--- src/rtl/mc_control_fsm_if.sv ---
`default_nettype none
// ============================================================================
//  Module   : mc_control_fsm_if
//  Purpose  : Control bus between the multicycle control FSM and the datapath.
//             The master side is the control unit: it receives instruction
//             fields and flags, and it drives every enable and mux select.
//             The slave side is the datapath.
//  Revision : 1.0  initial release
// ============================================================================
interface mc_control_fsm_if #(
  parameter int STATE_W = 4
);
  // Datapath to control unit
  logic [3:0]         op;
  logic [1:0]         cz;
  logic               zero;
  logic               carry_flag;
  logic               zero_flag;

  // Control unit to datapath
  logic               pcen;
  logic               memwrite;
  logic               irwrite;
  logic               regwrite;
  logic               flagwrite;
  logic               alusrca;
  logic               iord;
  logic               memtoreg;
  logic [1:0]         regdst;
  logic [1:0]         alusrcb;
  logic [1:0]         pcsrc;
  logic [2:0]         alucontrol;
  logic               illegal;
  logic [STATE_W-1:0] dbg_state;

  modport master (
    input  op, cz, zero, carry_flag, zero_flag,
    output pcen, memwrite, irwrite, regwrite, flagwrite, alusrca, iord,
           memtoreg, regdst, alusrcb, pcsrc, alucontrol, illegal, dbg_state
  );

  modport slave (
    output op, cz, zero, carry_flag, zero_flag,
    input  pcen, memwrite, irwrite, regwrite, flagwrite, alusrca, iord,
           memtoreg, regdst, alusrcb, pcsrc, alucontrol, illegal, dbg_state
  );
endinterface
`default_nettype wire

--- src/rtl/mc_control_fsm.sv ---
`default_nettype none
// ============================================================================
//  Module   : mc_control_fsm
//  Purpose  : Moore-style multicycle control unit for the 16-bit core.
//             It sequences fetch, decode, execute, memory and writeback, and
//             it drives all datapath enables and selects through the control
//             bus interface.
//  Options  : COND_WB_EN - when defined, the cz field gates register
//             writeback and the flag update of ADD/NAND.
//  Revision : 1.0  initial release
// ============================================================================
module mc_control_fsm #(
  parameter int STATE_W       = 4,
  parameter int RESET_VEC_SEL = 0   // retained field; PC reset lives in the datapath
) (
  input  wire                clk,
  input  wire                reset,
  mc_control_fsm_if.master   bus
);

  // Opcodes (instr[15:12])
  localparam logic [3:0] c_OP_ADD  = 4'b0000;
  localparam logic [3:0] c_OP_ADI  = 4'b0001;
  localparam logic [3:0] c_OP_NAND = 4'b0010;
  localparam logic [3:0] c_OP_LHI  = 4'b0011;
  localparam logic [3:0] c_OP_LW   = 4'b0100;
  localparam logic [3:0] c_OP_SW   = 4'b0101;
  localparam logic [3:0] c_OP_JAL  = 4'b1000;
  localparam logic [3:0] c_OP_JLR  = 4'b1001;
  localparam logic [3:0] c_OP_BEQ  = 4'b1100;

  // ALU operation codes
  localparam logic [2:0] c_ALU_ADD  = 3'b000;
  localparam logic [2:0] c_ALU_NAND = 3'b001;
  localparam logic [2:0] c_ALU_SUB  = 3'b010;
  localparam logic [2:0] c_ALU_PASSB = 3'b011;

  typedef enum logic [STATE_W-1:0] {
    S_FETCH  = STATE_W'(0),
    S_DECODE = STATE_W'(1),
    S_MEMADR = STATE_W'(2),
    S_MEMRD  = STATE_W'(3),
    S_MEMWB  = STATE_W'(4),
    S_MEMWR  = STATE_W'(5),
    S_RTEX   = STATE_W'(6),
    S_RTWB   = STATE_W'(7),
    S_ADIEX  = STATE_W'(8),
    S_ADIWB  = STATE_W'(9),
    S_LHIWB  = STATE_W'(10),
    S_BEQEX  = STATE_W'(11),
    S_JALEX  = STATE_W'(12),
    S_JLREX  = STATE_W'(13)
  } state_t;

  state_t r_state;
  state_t w_next;

  logic       w_wb_ok;
  logic       w_pcwrite;
  logic       w_branch;
  logic       w_memwrite;
  logic       w_irwrite;
  logic       w_regwrite;
  logic       w_flagwrite;
  logic       w_alusrca;
  logic       w_iord;
  logic       w_memtoreg;
  logic [1:0] w_regdst;
  logic [1:0] w_alusrcb;
  logic [1:0] w_pcsrc;
  logic [2:0] w_alucontrol;
  logic       w_illegal;

  // Writeback qualifier taken from the condition field of the instruction
`ifdef COND_WB_EN
  always_comb begin
    w_wb_ok = 1'b1;
    case (bus.cz)
      2'b00:   w_wb_ok = 1'b1;
      2'b01:   w_wb_ok = bus.zero_flag;
      2'b10:   w_wb_ok = bus.carry_flag;
      default: w_wb_ok = 1'b0;
    endcase
  end
`else
  // Condition field ignored: ADD/NAND always write back and update flags
  always_comb begin
    w_wb_ok = 1'b1;
  end
`endif

  // State register; reset returns to FETCH, which abandons any in-flight instruction
  always_ff @(posedge clk) begin
    if (reset) begin
      r_state <= S_FETCH;
    end else begin
      r_state <= w_next;
    end
  end

  // Next-state and control decode, which depend on the state only (except for illegal, ALU op, wb_ok)
  always_comb begin
    w_next       = S_FETCH;
    w_pcwrite    = 1'b0;
    w_branch     = 1'b0;
    w_memwrite   = 1'b0;
    w_irwrite    = 1'b0;
    w_regwrite   = 1'b0;
    w_flagwrite  = 1'b0;
    w_alusrca    = 1'b0;
    w_iord       = 1'b0;
    w_memtoreg   = 1'b0;
    w_regdst     = 2'b00;
    w_alusrcb    = 2'b00;
    w_pcsrc      = 2'b00;
    w_alucontrol = c_ALU_ADD;
    w_illegal    = 1'b0;

    case (r_state)
      S_FETCH: begin
        // IR <= mem[PC], PC <= PC + 1
        w_irwrite = 1'b1;
        w_alusrcb = 2'b01;
        w_pcwrite = 1'b1;
        w_next    = S_DECODE;
      end
      S_DECODE: begin
        // Precompute the branch target into ALUOut while the opcode dispatches
        w_alusrcb = 2'b10;
        case (bus.op)
          c_OP_LW, c_OP_SW:    w_next = S_MEMADR;
          c_OP_ADD, c_OP_NAND: w_next = S_RTEX;
          c_OP_ADI:            w_next = S_ADIEX;
          c_OP_LHI:            w_next = S_LHIWB;
          c_OP_BEQ:            w_next = S_BEQEX;
          c_OP_JAL:            w_next = S_JALEX;
          c_OP_JLR:            w_next = S_JLREX;
          default: begin
            w_illegal = 1'b1;
            w_next    = S_FETCH;
          end
        endcase
      end
      S_MEMADR: begin
        w_alusrca = 1'b1;
        w_alusrcb = 2'b10;
        if (bus.op == c_OP_LW) begin
          w_next = S_MEMRD;
        end else if (bus.op == c_OP_SW) begin
          w_next = S_MEMWR;
        end else begin
          w_next = S_FETCH;
        end
      end
      S_MEMRD: begin
        w_iord = 1'b1;
        w_next = S_MEMWB;
      end
      S_MEMWB: begin
        w_regwrite = 1'b1;
        w_memtoreg = 1'b1;
        w_regdst   = 2'b00;
        w_next     = S_FETCH;
      end
      S_MEMWR: begin
        w_iord     = 1'b1;
        w_memwrite = 1'b1;
        w_next     = S_FETCH;
      end
      S_RTEX: begin
        w_alusrca    = 1'b1;
        w_alusrcb    = 2'b00;
        w_alucontrol = (bus.op == c_OP_NAND) ? c_ALU_NAND : c_ALU_ADD;
        w_flagwrite  = w_wb_ok;
        w_next       = S_RTWB;
      end
      S_RTWB: begin
        w_regwrite = w_wb_ok;
        w_regdst   = 2'b01;
        w_next     = S_FETCH;
      end
      S_ADIEX: begin
        w_alusrca   = 1'b1;
        w_alusrcb   = 2'b10;
        w_flagwrite = 1'b1;
        w_next      = S_ADIWB;
      end
      S_ADIWB: begin
        w_regwrite = 1'b1;
        w_regdst   = 2'b00;
        w_next     = S_FETCH;
      end
      S_LHIWB: begin
        // The ALU passes imm9 << 7 straight to the register file
        w_alusrcb    = 2'b11;
        w_alucontrol = c_ALU_PASSB;
        w_regwrite   = 1'b1;
        w_regdst     = 2'b00;
        w_next       = S_FETCH;
      end
      S_BEQEX: begin
        w_alusrca    = 1'b1;
        w_alusrcb    = 2'b00;
        w_alucontrol = c_ALU_SUB;
        w_branch     = 1'b1;
        w_pcsrc      = 2'b01;
        w_next       = S_FETCH;
      end
      S_JALEX: begin
        // Link value is the already-incremented PC; target comes from ALUOut
        w_regwrite = 1'b1;
        w_regdst   = 2'b10;
        w_alusrcb  = 2'b01;
        w_pcsrc    = 2'b01;
        w_pcwrite  = 1'b1;
        w_next     = S_FETCH;
      end
      S_JLREX: begin
        w_regwrite = 1'b1;
        w_regdst   = 2'b10;
        w_pcsrc    = 2'b10;
        w_pcwrite  = 1'b1;
        w_next     = S_FETCH;
      end
      default: begin
        // Unused codes 14/15 recover to FETCH
        w_next = S_FETCH;
      end
    endcase
  end

  // Drive the bus; every output is held at zero while reset is asserted
  always_comb begin
    bus.pcen       = w_pcwrite | (w_branch & bus.zero);
    bus.memwrite   = w_memwrite;
    bus.irwrite    = w_irwrite;
    bus.regwrite   = w_regwrite;
    bus.flagwrite  = w_flagwrite;
    bus.alusrca    = w_alusrca;
    bus.iord       = w_iord;
    bus.memtoreg   = w_memtoreg;
    bus.regdst     = w_regdst;
    bus.alusrcb    = w_alusrcb;
    bus.pcsrc      = w_pcsrc;
    bus.alucontrol = w_alucontrol;
    bus.illegal    = w_illegal;
    bus.dbg_state  = r_state;
    if (reset) begin
      bus.pcen       = 1'b0;
      bus.memwrite   = 1'b0;
      bus.irwrite    = 1'b0;
      bus.regwrite   = 1'b0;
      bus.flagwrite  = 1'b0;
      bus.alusrca    = 1'b0;
      bus.iord       = 1'b0;
      bus.memtoreg   = 1'b0;
      bus.regdst     = 2'b00;
      bus.alusrcb    = 2'b00;
      bus.pcsrc      = 2'b00;
      bus.alucontrol = 3'b000;
      bus.illegal    = 1'b0;
      bus.dbg_state  = '0;
    end
  end

endmodule
`default_nettype wire

--- src/flat_wrapper.sv ---
// flat-port wrapper written by rule: the top's interface ports become plain ports
module mc_control_fsm_flat 
#(
  parameter int STATE_W       = 4,
  parameter int RESET_VEC_SEL = 0                                                    
)
  (clk, reset, bus_op, bus_cz, bus_zero, bus_carry_flag, bus_zero_flag, bus_pcen, bus_memwrite, bus_irwrite, bus_regwrite, bus_flagwrite, bus_alusrca, bus_iord, bus_memtoreg, bus_regdst, bus_alusrcb, bus_pcsrc, bus_alucontrol, bus_illegal, bus_dbg_state);
  mc_control_fsm_if #(.STATE_W(STATE_W)) bus_i ();
  input  wire clk;
  input  wire reset;
  input wire logic [$bits(bus_i.op)-1:0] bus_op;
  input wire logic [$bits(bus_i.cz)-1:0] bus_cz;
  input wire logic [$bits(bus_i.zero)-1:0] bus_zero;
  input wire logic [$bits(bus_i.carry_flag)-1:0] bus_carry_flag;
  input wire logic [$bits(bus_i.zero_flag)-1:0] bus_zero_flag;
  output wire logic [$bits(bus_i.pcen)-1:0] bus_pcen;
  output wire logic [$bits(bus_i.memwrite)-1:0] bus_memwrite;
  output wire logic [$bits(bus_i.irwrite)-1:0] bus_irwrite;
  output wire logic [$bits(bus_i.regwrite)-1:0] bus_regwrite;
  output wire logic [$bits(bus_i.flagwrite)-1:0] bus_flagwrite;
  output wire logic [$bits(bus_i.alusrca)-1:0] bus_alusrca;
  output wire logic [$bits(bus_i.iord)-1:0] bus_iord;
  output wire logic [$bits(bus_i.memtoreg)-1:0] bus_memtoreg;
  output wire logic [$bits(bus_i.regdst)-1:0] bus_regdst;
  output wire logic [$bits(bus_i.alusrcb)-1:0] bus_alusrcb;
  output wire logic [$bits(bus_i.pcsrc)-1:0] bus_pcsrc;
  output wire logic [$bits(bus_i.alucontrol)-1:0] bus_alucontrol;
  output wire logic [$bits(bus_i.illegal)-1:0] bus_illegal;
  output wire logic [$bits(bus_i.dbg_state)-1:0] bus_dbg_state;
  assign bus_i.op = bus_op;
  assign bus_i.cz = bus_cz;
  assign bus_i.zero = bus_zero;
  assign bus_i.carry_flag = bus_carry_flag;
  assign bus_i.zero_flag = bus_zero_flag;
  assign bus_pcen = bus_i.pcen;
  assign bus_memwrite = bus_i.memwrite;
  assign bus_irwrite = bus_i.irwrite;
  assign bus_regwrite = bus_i.regwrite;
  assign bus_flagwrite = bus_i.flagwrite;
  assign bus_alusrca = bus_i.alusrca;
  assign bus_iord = bus_i.iord;
  assign bus_memtoreg = bus_i.memtoreg;
  assign bus_regdst = bus_i.regdst;
  assign bus_alusrcb = bus_i.alusrcb;
  assign bus_pcsrc = bus_i.pcsrc;
  assign bus_alucontrol = bus_i.alucontrol;
  assign bus_illegal = bus_i.illegal;
  assign bus_dbg_state = bus_i.dbg_state;
  mc_control_fsm #(.STATE_W(STATE_W), .RESET_VEC_SEL(RESET_VEC_SEL)) u_core (.clk(clk), .reset(reset), .bus(bus_i));
endmodule
--- config.mk ---
export PLATFORM = sky130hd
export DESIGN_NAME = mc_control_fsm_flat
export DESIGN_NICKNAME = d
export VERILOG_FILES = /design/src/rtl/mc_control_fsm_if.sv /design/src/rtl/mc_control_fsm.sv /design/src/flat_wrapper.sv
export SDC_FILE = /design/constraint.sdc
export NUM_CORES = 1
export LEC_CHECK = 0
export ABC_CLOCK_PERIOD_IN_PS = 3900
export CELL_PAD_IN_SITES_DETAIL_PLACEMENT = 1
export CELL_PAD_IN_SITES_GLOBAL_PLACEMENT = 1
export CORE_MARGIN = 5
export CORE_UTILIZATION = 29
export DETAILED_ROUTE_END_ITERATION = 12
export GPL_TIMING_DRIVEN = 0
export PLACE_DENSITY_LB_ADDON = 0.15
export SLEW_MARGIN = 20
export SYNTH_ARGS = -nofsm -noshare
export SYNTH_HDL_FRONTEND = slang
export SYNTH_SLANG_ARGS = --single-unit
--- constraint.sdc ---
create_clock -name clk -period 3.9 [get_ports clk]
set_input_delay 0.78 -clock clk [delete_from_list [all_inputs] [get_ports clk]]
set_output_delay 0.78 -clock clk [all_outputs]
set_load 0.05 [all_outputs]
==> Yosys cells after proc, flatten, opt, wreduce, memory -nomap -nowiden <==
Cells that the tools add are included.
{ "op_classes": {"n_eq_ne": 21, "muxes": 34, "bitwise_logic": 2, "reduce_logical": 14} }
{ "op_table": {"columns": ["op", "count"], "rows": [
  ["4-bit equality test (second input constant)", 9],
  ["4-bit one-hot mux with 7 select lines", 1],
  ["4-bit by 3-bit equality test with 1-bit output (second input constant)", 6],
  ["4-bit one-hot mux with 6 select lines", 1],
  ["1-bit two-way mux", 21],
  ["4-bit by 2-bit equality test with 1-bit output (second input constant)", 4],
  ["2-bit OR reduction", 7],
  ["3-bit one-hot mux with 3 select lines", 1],
  ["9-bit OR reduction", 1],
  ["4-bit by 1-bit equality test with 1-bit output (second input constant)", 2],
  ["4-bit logical NOT", 2],
  ["4-bit two-way mux", 2],
  ["2-bit one-hot mux with 2 select lines", 2],
  ["2-bit two-way mux", 3],
  ["3-bit two-way mux", 2],
  ["2-bit one-hot mux with 3 select lines", 1],
  ["3-bit OR reduction", 2],
  ["6-bit OR reduction", 1],
  ["4-bit OR reduction", 1],
  ["1-bit AND", 1],
  ["1-bit OR", 1]
]} }
{ "totals": {"register_bits": 4, "input_bits": 11, "out_inout_bits": 22, "word_cells": 72} }

==> Longest topological paths before layout <==
{ "logic_depth": {"word_depth": 5, "ltp_mapped": 5, "depth_no_buf": 3} }

==> Worst setup path before layout <==
Ideal clock, no wire load.
{ "synth_path": {"path_kind": "input to output", "start": "in reset", "end": "out bus_memwrite", "t_arrival_ps": 2637, "required_ps": 3120, "setup_slack_ps": 483, "path_stages": 2, "path_buffers": 1, "path_cell_list": "clkbuf_1 -> nor4b_1"} }
{ "synth_via": {"elab_chain_cells": 1} }
{ "synth_rtl": {"columns": ["element", "line", "source"], "rows": [
  ["start: declaration", "flat_wrapper.sv:10", "input wire reset;"],
  ["1-bit two-way mux", "mc_control_fsm.sv:248", "if (reset) begin"],
  ["end: declaration", "flat_wrapper.sv:17", "output wire logic [$bits(bus_i.memwrite)-1:0] bus_memwrite;"]
]} }
Every way passes these cells.

==> Final worst setup path <==
{ "layout_path": {"start": "in reset", "end": "out bus_regdst[0]"} }
{ "layout_via": {"elab_chain_cells": 1} }
{ "layout_rtl": {"columns": ["element", "line", "source"], "rows": [
  ["2-bit two-way mux", "mc_control_fsm.sv:248", null],
  ["end: declaration", "flat_wrapper.sv:24", "output wire logic [$bits(bus_i.regdst)-1:0] bus_regdst;"]
]} }
Every way passes these cells.

==> flow_summary.toml <==
[sta]
period_minus_slack_ns = 3.72
finalHoldViolCount = 0
slew_viol_final = 0
fmax_mhz = 269
relSlewSlack = 0.656
setup_viol = 0
skew_ns = 0.00753
fin_ws_ns = 0.182
rsz0062_at_grt = "false"
period_share = 0.953
worst_slew_pin_slew_ns = 0.514
setup_tns_ns = 0

[global_routing]
grt_pass1_vias = 849
grt.overflow.total = 0
grt_pass1_wl_um = 3860
gr-usage-all-layers = 0.140
antenna_found_initial = 0
grt_max_degree = 11

[power]
p_switching_w = 0.000120
comb_power_share = 0.626
p_int_w = 0.000141
p_per_area_mw_per_mm2 = 259
total_leakage_power_nw = 0.378
p_seq_frac = 0.183
total_power_w = 0.000261
irDropWorstVdd_mv = 0.127
power.share.clock = 0.191
swShare = 0.461

[final_layout]
design_area_sq_mm = 0.00101
syn_to_final_growth_pct = 43.9
diodes = 0
largest_register_ffs = 4
final_util = 0.447
nFillCells = 292
finalNetCount = 141
largestRegisters = "u_core.r_state: 4 flops"
top_register = "u_core.r_state"
drive_gt1_frac = 0.125

[synth]
synthesis.nets = 111
avgSynthCellArea_sq_um = 7.01
syn-instance-count = 100
netlist_area_sq_um = 701
yosysMostFrequentCell = "nor2b_1"
yosysSeqAreaShare = 0.114
ys_async_sr_fraction = 0
yosysTopAreaCellShare = 0.114
synth_seq_cells = 4
synth_common_cells = "nor2b_1 (9), buf_2 (8), nand2_1 (7), nor2_1 (7)"
synth_cell_types = 38
yosysTopAreaCell = "dfxtp_1"
yosysWarnings = 0
synth_edf_count = 0
ys.flop_type = "dfxtp_1"
ys_top_cells_by_area = "dfxtp_1 (11%), nor2b_1 (8.0%), a211oi_1 (6.4%)"

[setup_path]
cp_slowest_cell = "clkdlybuf4s50_1"
worst-setup-path-type = "in2out"
worstReg2RegStart = "u_core.r_state[3]"
crit_top_cell = "clkdlybuf4s50_1"
required_ns = 3.12
cpLargestDelayFamily = "buffers and inverters"
cp_max_fo = 10
cp_num_buf_inv = 4
crit_chain = "clkdlybuf4s50_1, clkbuf_1, buf_1, nor3_1, clkdlybuf4s50_1"
critPathLaunch = "reset"
cp.arrival_ns = 2.94
crit_path_start_kind = "primary input"
end_kind = "output pin"
slowest_delay_ns = 0.72

[die]
rows = 17
ios = 33
die_width_um = 59.2
dieArea_sq_mm = 0.00350
start_util = 0.311
coreArea_sq_mm = 0.00225
fp.dieH_um = 59.2

[run]
drv_cap = 0

[placed_design]
place_hpwl_um = 1780
place.gp.congestion = 0.757
port_buffers = 25
place_ws_ns = 0.171
placed_area_sq_um = 986

[routing]
detail-route-antenna-nets = 0
drt-initial-drc-count = 13
viasPerCell = 5.17
wl_per_cell_um = 14.3
remaining_drc_errors = 0
postRouteWirelength_um = 2230
vias = 806
dr.pass1.iters = 4

[clock_network]
postCtsSetupBuffers = 0
cts.sinks = 4
hold_buffers = 0
cts_resized = 0
clk_latency_ns = 0.23
cts.htree.levels = 1
clkSlewWorstSetupHoldPaths_ns = 0.03
cts_buffer_depth = 2
cts_tree = "built"
cts_root_buf = "clkbuf_4"
cts_buffers = 3

[worst_hold_path]
worstHoldStart = "u_core.r_state[0]"
hp-class = "reg2reg"

[outcome]
status = "finished, final reports clean"
-- cells in the final DEF (no fill, tap or decap), types with 4 or more instances in the layout --
master           Yosys  layout
clkdlybuf4s50_1      0      25
nor2b_1              9       9
buf_2                8       8
nor2_1               7       7
nand2_1              7       7
a211oi_1             6       6
a21oi_1              6       6
nand2b_1             4       4
dfxtp_1              4       4
-- worst paths after layout --
path                       endpoint  slack [ns]  cells past startpoint
setup / recovery      bus_regdst[0]        0.18                      5
hold / removal    u_core.r_state[0]        0.67                      3
setup reg to reg  u_core.r_state[2]        2.51                      4
hold reg to reg   u_core.r_state[0]        0.67                      3
-- power groups by stage --
| stage | combinational (W) | sequential, W | clock (W) |
|---|---|---|---|
| after floorplan | 0.000120 | 0.0000476 | 0 |
| after CTS | 0.000165 | 0.0000480 | 0.0000509 |
| after global routing | 0.000175 | 0.0000484 | 0.0000538 |
| final | 0.000163 | 0.0000479 | 0.0000497 |
| after global placement | 0.000162 | 0.0000484 | 0 |
| after detailed placement | 0.000164 | 0.0000487 | 0 |
-- area by class of cell --
type                       count  area (sq um)  share of cell area
tap                           28          35.0              0.0347
timing repair buffer          25           250               0.248
inverter                       2          7.51             0.00744
sequential                     4          80.1              0.0794
clock buffer                   3          22.5              0.0223
buffer                        13          62.6              0.0620
multi-input combinational     81           551               0.546
-- cell families (layout without fill, tap and decap cells) --
logic type,after synthesis,in the layout,share of synthesized area
DFF,4,4,0.114
AOI/OAI and AO/OA,24,24,0.245
and+or+nand+nor,51,51,0.468
muxes,2,2,0.0304
other,1,1,0.00535
buffers and inverters,15,43,0.100
xor gates and xnor gates,3,3,0.0375
-- metal layers --
layer	vias to the layer above	GRT usage	wire, um
met5	-	0	0
met4	0	0.0485	0
met3	0	0.00871	86
met2	20	0.252	1120
met1	366	0.174	1020
li1	420	-	-
-- worst reg2reg max path, delay by kind of cell (launching register included) --
| kind | cells | cell delay [ns] |
|---|---|---|
| AO/OA/AOI/OAI | 1 | 0.30 |
| buffers and inverters | 1 | 0.20 |
| flip-flops | 1 | 0.33 |
| AND/OR/NAND/NOR | 2 | 0.46 |
-- per-stage QoR --
| stage | hold WS, ns | std cells |
|---|---|---|
| global placement | 0.677 | 153 |
| detailed placement | 0.684 | 153 |
| global route | 0.717 | 156 |
| floorplan | 0.608 | 100 |
| CTS | 0.684 | 156 |
| finish | 0.674 | 156 |
No activity file was read; power rests on OpenSTA's default activity.
